===== src/rtl/posit_pkg.sv =====
// posit_pkg: shared helpers for the posit decode pipeline.
//   clog2()        - ceiling log2 usable in constant expressions
//   regime_width() - bits needed for the signed regime value k of an n-bit posit
//   nar_pattern()  - NaR bit pattern (1 followed by n-1 zeros), right-aligned in MAX_N bits
//   ZERO_PATTERN   - zero bit pattern, right-aligned in MAX_N bits
package posit_pkg;

  localparam int MAX_N = 64;

  localparam logic [MAX_N-1:0] ZERO_PATTERN = '0;

  function automatic int clog2(input int v);
    int r;
    r = 0;
    for (int x = v - 1; x > 0; x = x >> 1) r++;
    return r;
  endfunction

  // k spans [-(n-1), n-2], which always fits in clog2(n)+1 signed bits.
  function automatic int regime_width(input int n);
    return clog2(n) + 1;
  endfunction

  function automatic logic [MAX_N-1:0] nar_pattern(input int n);
    return MAX_N'(1) << (n - 1);
  endfunction

endpackage


===== src/rtl/posit_run_count.sv =====
// posit_run_count: combinational leading-run counter.
//   bits       in  W    field to scan, MSB first
//   run_len    out MW   number of leading bits equal to bits[W-1]
//   term_found out 1    a bit differing from the run exists below it
module posit_run_count
  import posit_pkg::*;
#(
  parameter int W = 15,
  localparam int MW = clog2(W + 1)
) (
  input  logic [W-1:0]  bits,
  output logic [MW-1:0] run_len,
  output logic          term_found
);

  always_comb begin
    run_len    = '0;
    term_found = 1'b0;
    for (int i = W - 1; i >= 0; i--) begin
      if (!term_found) begin
        if (bits[i] == bits[W-1]) run_len = run_len + MW'(1);
        else                      term_found = 1'b1;
      end
    end
  end

endmodule


===== src/rtl/posit_decode_pipe.sv =====
// posit_decode_pipe: three-stage pipelined posit decoder with valid/ready.
//   clk, rst_n            clock, asynchronous active-low reset
//   in_valid/in_ready     input handshake; in_ready = !out_valid | out_ready
//   in_data   [N]         raw posit
//   out_valid/out_ready   output handshake; outputs hold while stalled
//   out_sign              sign bit (0 for zero, 1 for NaR)
//   out_regime [RW]       signed regime value k
//   out_exp   [max(ES,1)] exponent bits, zero-padded when truncated
//   out_frac  [N]         fraction bits after the hidden bit, MSB-aligned
//   out_zero, out_nar     special-value flags
module posit_decode_pipe
  import posit_pkg::*;
#(
  parameter int N  = 16,
  parameter int ES = 3,
  parameter int RW = regime_width(N),
  localparam int EW = (ES > 0) ? ES : 1
) (
  input  logic                 clk,
  input  logic                 rst_n,
  input  logic                 in_valid,
  output logic                 in_ready,
  input  logic [N-1:0]         in_data,
  output logic                 out_valid,
  input  logic                 out_ready,
  output logic                 out_sign,
  output logic signed [RW-1:0] out_regime,
  output logic [EW-1:0]        out_exp,
  output logic [N-1:0]         out_frac,
  output logic                 out_zero,
  output logic                 out_nar
);

  localparam int MW = clog2(N);
  localparam logic [MAX_N-1:0] NAR_WIDE = nar_pattern(N);
  localparam logic [N-1:0]     NAR_PAT  = NAR_WIDE[N-1:0];
  localparam logic [N-1:0]     ZERO_PAT = ZERO_PATTERN[N-1:0];

  typedef struct packed {
    logic         sign;
    logic         zero;
    logic         nar;
    logic [N-2:0] mag;
  } s1_t;

  // rem holds the bits after the regime terminator, left-aligned.
  typedef struct packed {
    logic                 sign;
    logic                 zero;
    logic                 nar;
    logic signed [RW-1:0] k;
    logic [N-2:0]         rem;
  } s2_t;

  typedef struct packed {
    logic                 sign;
    logic                 zero;
    logic                 nar;
    logic signed [RW-1:0] k;
    logic [EW-1:0]        ex;
    logic [N-1:0]         frac;
  } s3_t;

  s1_t  s1_p1_d, s1_p1_q;
  s2_t  s2_p2_d, s2_p2_q;
  s3_t  s3_p3_d, s3_p3_q;
  logic vld_p1_d, vld_p1_q;
  logic vld_p2_d, vld_p2_q;
  logic out_valid_d, out_valid_q;
  logic en;

  logic [N-2:0]         run_bits;
  logic [MW-1:0]        run_len;
  logic                 term_found;
  logic signed [RW-1:0] run_s;

  // One enable moves every stage together; a stalled output freezes the pipe.
  assign en       = !out_valid_q || out_ready;
  assign in_ready = en;

  always_comb begin
    vld_p1_d    = vld_p1_q;
    vld_p2_d    = vld_p2_q;
    out_valid_d = out_valid_q;
    if (en) begin
      vld_p1_d    = in_valid;
      vld_p2_d    = vld_p1_q;
      out_valid_d = vld_p2_q;
    end
  end

  // Stage 1: capture sign, absolute value and special-value flags.
  // Only the low N-1 bits of the magnitude are needed downstream.
  always_comb begin
    s1_p1_d = s1_p1_q;
    if (en) begin
      s1_p1_d.sign = in_data[N-1];
      s1_p1_d.mag  = in_data[N-1] ? -in_data[N-2:0] : in_data[N-2:0];
      s1_p1_d.zero = (in_data == ZERO_PAT);
      s1_p1_d.nar  = (in_data == NAR_PAT);
    end
  end

  // Stage 2: regime run length and left-aligned remainder.
  assign run_bits = s1_p1_q.mag;

  posit_run_count #(.W(N - 1)) u_run_count (
    .bits       (run_bits),
    .run_len    (run_len),
    .term_found (term_found)
  );

  assign run_s = signed'(RW'(run_len));

  always_comb begin
    s2_p2_d = s2_p2_q;
    if (en) begin
      s2_p2_d.sign = s1_p1_q.sign;
      s2_p2_d.zero = s1_p1_q.zero;
      s2_p2_d.nar  = s1_p1_q.nar;
      s2_p2_d.k    = run_bits[N-2] ? run_s - RW'(1) : -run_s;
      // Shift out the run and its terminator; with no terminator nothing remains.
      s2_p2_d.rem  = term_found ? (run_bits << ({1'b0, run_len} + 1'b1)) : '0;
    end
  end

  // Stage 3: split remainder into exponent and fraction, apply specials.
  // Zero fill from the stage-2 shift gives the truncated-exponent padding.
  always_comb begin
    s3_p3_d = s3_p3_q;
    if (en) begin
      s3_p3_d.zero = s2_p2_q.zero;
      s3_p3_d.nar  = s2_p2_q.nar;
      if (s2_p2_q.zero || s2_p2_q.nar) begin
        s3_p3_d.sign = s2_p2_q.nar;
        s3_p3_d.k    = '0;
        s3_p3_d.ex   = '0;
        s3_p3_d.frac = '0;
      end else begin
        s3_p3_d.sign = s2_p2_q.sign;
        s3_p3_d.k    = s2_p2_q.k;
        s3_p3_d.ex   = (ES > 0) ? s2_p2_q.rem[N-2 -: EW] : '0;
        s3_p3_d.frac = {s2_p2_q.rem, 1'b0} << ES;
      end
    end
  end

  always_ff @(posedge clk or negedge rst_n) begin
    if (!rst_n) begin
      vld_p1_q    <= 1'b0;
      vld_p2_q    <= 1'b0;
      out_valid_q <= 1'b0;
      s3_p3_q     <= '0;
    end else begin
      vld_p1_q    <= vld_p1_d;
      vld_p2_q    <= vld_p2_d;
      out_valid_q <= out_valid_d;
      s3_p3_q     <= s3_p3_d;
    end
  end

  // Internal data stages are qualified by the valid chain and need no reset.
  always_ff @(posedge clk) begin
    s1_p1_q <= s1_p1_d;
    s2_p2_q <= s2_p2_d;
  end

  assign out_valid  = out_valid_q;
  assign out_sign   = s3_p3_q.sign;
  assign out_regime = s3_p3_q.k;
  assign out_exp    = s3_p3_q.ex;
  assign out_frac   = s3_p3_q.frac;
  assign out_zero   = s3_p3_q.zero;
  assign out_nar    = s3_p3_q.nar;

endmodule


===== config.mk =====
export PLATFORM = sky130hd
export DESIGN_NAME = posit_decode_pipe
export DESIGN_NICKNAME = d
export VERILOG_FILES = /design/src/rtl/posit_pkg.sv /design/src/rtl/posit_run_count.sv /design/src/rtl/posit_decode_pipe.sv
export SDC_FILE = /design/constraint.sdc
export NUM_CORES = 1
export LEC_CHECK = 0
export CORE_MARGIN = 2
export CORE_UTILIZATION = 50
export DETAILED_ROUTE_END_ITERATION = 6
export PLACE_DENSITY_LB_ADDON = 0.25
export SYNTH_ARGS = -nofsm -noshare
export SYNTH_HDL_FRONTEND = slang
export SYNTH_HIERARCHICAL = 1
export SYNTH_SLANG_ARGS = --single-unit

===== constraint.sdc =====
create_clock -name clk -period 16.8 [get_ports clk]
set_clock_uncertainty 0.05 [all_clocks]
set_input_delay 1.68 -clock clk [delete_from_list [all_inputs] [get_ports clk]]
set_output_delay 1.68 -clock clk [all_outputs]
set_load 0.03 [all_outputs]

-- Word-level counts from Yosys, hierarchy flattened
Index checks and enable logic that the tools add are counted.
- register bits: 71
- output and inout bits: 29
- word-level logic and storage cells: 113
- add/subtract/negate cells: 17
- equal/unequal tests: 15
- shifts and indexed selects: 1
- mux-type cells: 58
- reductions and logical operators: 4
- operators with widths (cell ; count):
    two-way mux 4 bit ; 26
    adder 4 x 1 -> 4 bit (second input constant) ; 13
    two-way mux 1 bit ; 28
    two-way mux 24 bit ; 1
    == test 16 bit (second input constant) ; 1
    zero test 16 bit ; 1
    two-way mux 15 bit ; 1
    negation 15 bit ; 1
    << shifter 15 x 5 -> 15 bit ; 1
    == test 1 bit ; 14
    adder 4 x 1 -> 5 bit (second input constant) ; 1
    two-way mux 5 bit ; 1
    negation 4 -> 5 bit ; 1
    subtractor 4 x 1 -> 5 bit (second input constant) ; 1
    logical OR 1 bit ; 2
    two-way mux 2 bit ; 1
    zero test 1 bit ; 1

-- Longest topological paths before layout
- depth after elaboration: 43
- depth in mapped cells: 32
- depth with buffers taken out: 29

-- By module
The synthesis kept the hierarchy.
- modules (own cells, without submodules) (module ; instances ; cells an instance ; area an instance (µm²) ; seq. area each (µm²)):
    posit_decode_pipe ; 1 ; 243 ; 3225.6 ; 1881.8
    posit_run_count ; 1 ; 159 ; 1061.0 ; 0.0

-- Worst setup path before layout
Ideal clock, no wire load.
- path type: register -> register
- from: register s1_p1_q (netlist bit run_bits[13])
- to: register s2_p2_q[11] (netlist name) (data pin)
- arrival time: 6357 ps
- data required time: 16598 ps
- slack: 10241 ps
- stages on the path, launching flop included: 27
- buffers on the path: 0
- cells stage by stage: edfxtp_1 > or4_4 > o22a_4 > a21oi_4 > nor2_1 > ha_1 > or3_1 > a31oi_1 > ha_1 > nor2_1 > a21oi_1 > o21ai_0 > ha_1 > nor2_1 > o21ai_1 > ha_1 > a211oi_1 > o21ai_1 > ha_1 > a22oi_1 > o21ai_0 > a211oi_1 > o21ai_1 > ha_1 > xnor2_1 > mux4_2 > o22ai_1
- cells in the longest elaborated chain, start to end: 43
- RTL lines (what ; line ; source):
    from (decl) ; posit_decode_pipe.sv:64 ; s1_t s1_p1_d, s1_p1_q;
    from (signal assigned) ; posit_decode_pipe.sv:164 ; s1_p1_q <= s1_p1_d;
    == test 1 bit * ; posit_run_count.sv:21 ; if (bits[i] == bits[W-1]) run_len = run_len + MW'(1);
    two-way mux 2 bit ; posit_run_count.sv:21 ;
    adder 4 x 1 -> 4 bit ; posit_run_count.sv:21 ;
    two-way mux 4 bit ; posit_run_count.sv:21 ;
    two-way mux 4 bit ; posit_run_count.sv:20 ; if (!term_found) begin
    adder 4 x 1 -> 4 bit ; posit_run_count.sv:21 ;
    two-way mux 4 bit ; posit_run_count.sv:21 ;
    two-way mux 4 bit ; posit_run_count.sv:20 ;
    (+28 left out) ; - ;
    two-way mux 4 bit ; posit_run_count.sv:21 ;
    two-way mux 4 bit ; posit_run_count.sv:20 ;
    adder 4 x 1 -> 4 bit ; posit_run_count.sv:21 ;
    two-way mux 4 bit ; posit_run_count.sv:21 ;
    two-way mux 4 bit * ; posit_run_count.sv:20 ;
    named net run_len[1] ; posit_decode_pipe.sv:73 ; logic [MW-1:0] run_len;
    adder 4 x 1 -> 5 bit * ; posit_decode_pipe.sv:123 ; s2_p2_d.rem = term_found ? (run_bits << ({1'b0, run_len} + 1'b1)) : '0;
    << shifter 15 x 5 -> 15 bit * ; posit_decode_pipe.sv:123 ;
    to (signal assigned) ; posit_decode_pipe.sv:165 ; s2_p2_q <= s2_p2_d;
    to (decl) ; posit_decode_pipe.sv:65 ; s2_t s2_p2_d, s2_p2_q;
The timed path passes the listed nets; every way through them passes the cells marked *.
A chain may end at the register's enable or synchronous reset.

-- Worst setup path after layout
- from: register s1_p1_q (netlist bit run_bits[14])
- to: register s2_p2_q[14] (netlist name) (data pin)
- cells in the longest elaborated chain, start to end: 43
- RTL lines (what ; line):
    == test 1 bit ; posit_run_count.sv:21
    two-way mux 2 bit ; posit_run_count.sv:21
    adder 4 x 1 -> 4 bit ; posit_run_count.sv:21
    two-way mux 4 bit ; posit_run_count.sv:21
    two-way mux 4 bit ; posit_run_count.sv:20
    adder 4 x 1 -> 4 bit ; posit_run_count.sv:21
    two-way mux 4 bit ; posit_run_count.sv:21
    two-way mux 4 bit ; posit_run_count.sv:20
    (+28 left out) ; -
    two-way mux 4 bit ; posit_run_count.sv:21
    two-way mux 4 bit ; posit_run_count.sv:20
    adder 4 x 1 -> 4 bit ; posit_run_count.sv:21
    two-way mux 4 bit ; posit_run_count.sv:21
    two-way mux 4 bit * ; posit_run_count.sv:20
    named net run_len[1] ; posit_decode_pipe.sv:73
    adder 4 x 1 -> 5 bit * ; posit_decode_pipe.sv:123
    << shifter 15 x 5 -> 15 bit * ; posit_decode_pipe.sv:123
Marks and branches as above.

==> flow_metrics.py <==
metrics = {
    "run_status": {
        "run_status": "completed",
    },
    "sta": {
        "drv_slew": 0,
        "post-route-period-util_pct": 45.3,
        "max_freq_mhz": 131,
        "fin_crit_ns": 7.61,
        "finalSetupTns_ns": 0,
        "rsz0062_at_grt": "no",
        "hold_violations": 0,
        "worst_slew_pin_slew_ns": 1.21,
        "setup_violations": 0,
        "slew_headroom_pct": 18.7,
    },
    "worst_setup_path": {
        "crit_top_cell": "ha_1",
        "critical_path.top_delay_family": "compound AO/OA/AOI/OAI gates",
        "crit_buf_inv": 2,
        "path_max_fanout": 36,
        "crit_arrival_ns": 7.63,
        "r2r_start": "run_bits[14]",
        "cp-start-kind": "flip-flop",
        "end_kind": "flip-flop",
        "slowest_stage": "ha_1",
        "required_ns": 16.82,
        "worstSetupPathType": "reg -> reg",
        "worstSetupStartpoint": "run_bits[14]",
        "cpPeakStageDelay_ns": 0.82,
    },
    "logic_synthesis": {
        "netlist_instances": 402,
        "synth_area_um2": 4290,
        "async_flop_share_pct": 38.8,
        "yosysUniqueCellTypes": 65,
        "seq_area_frac_synth_pct": 43.9,
        "synth_edf_count": 41,
        "yosysWarningCount": 6,
        "ys_ff_latch": 67,
        "synth_ff_type": "edfxtp_1",
        "postSynthAreaPerCell_um2": 10.7,
    },
    "die": {
        "core_area_um2": 8260,
        "rows": 33,
        "dieHeight_um": 96.6,
        "fp.dieW_um": 96.6,
        "io_pins": 49,
        "fp.dieArea_um2": 9330,
        "initial_core_util_pct": 51.9,
    },
    "cells_and_area": {
        "final_common_cell": "clkdlybuf4s50_1",
        "fillers": 697,
        "n_antenna_cell": 0,
        "fin_area_um2": 4990,
        "drive_above_1_share_pct": 12.6,
        "final_cell_mix": "clkdlybuf4s50_1, edfxtp_1, nand2_1",
        "syn_to_final_growth_pct": 16.5,
        "finalNetCount": 468,
    },
    "cts": {
        "clk_pin_slew_worst_paths_ns": 0.07,
        "clock-sinks": 67,
        "cts_buffers": 9,
        "clk_latency_ns": 0.34,
        "ctsLongestPathBuffers": 2,
        "cts_resized": 0,
        "clockRootBuffer": "clkbuf_8",
        "cts_tree": "yes",
        "cts_setup_buffers": 0,
        "cts_hold_buf": 0,
        "h-tree-depth": 3,
    },
    "drt": {
        "wl_um": 8360,
        "dr.pass1.iters": 4,
        "ant_nets": 0,
        "wl_per_cell_um": 15.3,
        "via_count": 3165,
        "drtIter0Drc": 154,
        "drcViolationCount": 0,
        "vias_per_cell": 5.78,
    },
    "run": {
        "drv_cap": 0,
    },
    "global_routing": {
        "grt_pass1_wl_um": 13600,
        "track_usage_pct": 19.0,
        "grt_overflow": 0,
        "antenna_found_initial": 0,
        "grt_pass1_vias": 2952,
        "grt_max_degree": 42,
    },
    "placed_design": {
        "hpwl_um": 6130,
        "io_buffer_count": 44,
        "gp_congestion": 0.872,
        "placed_cell_area_um2": 4780,
    },
    "power": {
        "p_per_area_nw_per_um2": 155,
        "leakage_uw": 0.00199,
        "ir_worst_vdd_uv": 60.0,
    },
    "min_path": {
        "worstHoldStart": "s1_p1_q[17]",
        "hold_path.class": "reg -> reg",
    },
}
-- logic make-up after synthesis --
| family | after synthesis | share of synthesized area, % |
|---|---|---|
| compound gates | 101 | 17.8 |
| xor+xnor | 33 | 6.92 |
| fa+ha+maj | 10 | 2.92 |
| buf+inv | 40 | 4.20 |
| flops | 67 | 43.9 |
| mux | 34 | 9.87 |
| other cells | 1 | 0.0875 |
| simple gates | 116 | 14.3 |
-- routing by layer --
layer / wire length (um) / share of wire (%) / vias up / GRT usage [%]
met5: 0 / 0 / - / 0
met4: 187 / 2.2 / 0 / 9.27
met1: 3590 / 43 / 1490 / 22.4
met3: 464 / 5.5 / 16 / 4.19
met2: 4120 / 49 / 94 / 32.8
li1: - / - / 1565 / -
-- state kept, by name (all words and copies together) (netlist names), 3 cells and up --
name / cells
s1_p1_q: 3
run_bits: 15
s2_p2_q: 23
out_frac: 12
out_exp: 3
out_regime: 5
-- cell usage after synthesis, types with 5 or more instances --
library cell  count  area [um^2]
edfxtp_1         41         1230
nand2_1          37          139
dfrtp_1          26          651
mux2i_1          22          220
nor2_1           22         82.6
a22o_1           21          184
xnor2_1          21          184
o21ai_0          17         85.1
clkbuf_1         14         52.6
a21oi_1          12         60.1
nand3_1          12         60.1
inv_1            11         41.3
xor2_1           11         96.3
ha_1             10          125
nor3_1           10         50.1
o22ai_1           8         50.1
buf_2             6         30.0
mux2_2            6         67.6
mux4_2            6          135
o31ai_1           5         37.5
-- worst register-to-register path, delay by kind of cell, from the launching register on --
| kind | cells | cell delay, ns |
|---|---|---|
| AO/OA/AOI/OAI | 15 | 2.59 |
| adder cells (fa/ha/maj) | 6 | 2.29 |
| buffers and inverters | 2 | 0.34 |
| flip-flops | 1 | 0.36 |
| multiplexers | 1 | 0.43 |
| AND/OR/NAND/NOR | 5 | 1.30 |
-- stage by stage --
step / worst slack, ns / util (%) / cells / power (uW) / hold slack (ns)
floorplan: 10.24 / - / 405 / 534 / 0.350
global placement: 9.52 / 57.8 / 532 / 625 / 0.351
detailed placement: 9.29 / 57.8 / 532 / 633 / 0.357
CTS: 9.25 / 60.5 / 548 / 779 / 0.375
global route: 8.59 / 60.5 / 548 / 823 / 0.391
finish: 9.19 / 60.5 / 548 / 775 / 0.373
-- where the power goes --
group / leakage, uW / internal [uW] / switching [uW]
Sequential: 0.000754 / 246 / 36.1
Clock: 0.000111 / 83.8 / 58.9
Combinational: 0.00112 / 154 / 195
Total: 0.00199 / 484 / 290
-- layout make-up --
class	count	area [um^2]	area share (%)
inverter	15	56.3	1.13
clock buffer	10	128	2.56
multi-input combinational	298	2240	44.9
tap	105	131	2.63
clock inverter	6	88.8	1.78
sequential	67	1880	37.7
timing repair buffer	47	463	9.27
-- path summary, 6_finish.rpt --
check,endpoint,slack (ns),cells after the start
max,s2_p2_q[14],9.19,29
min,s2_p2_q[22],0.37,0
max reg2reg,s2_p2_q[14],9.19,29
min reg2reg,s2_p2_q[22],0.37,0
max in group asynchronous,out_exp[0],14.09,1
min in group asynchronous,out_valid,1.91,1
(Power assumes the default switching activity.)
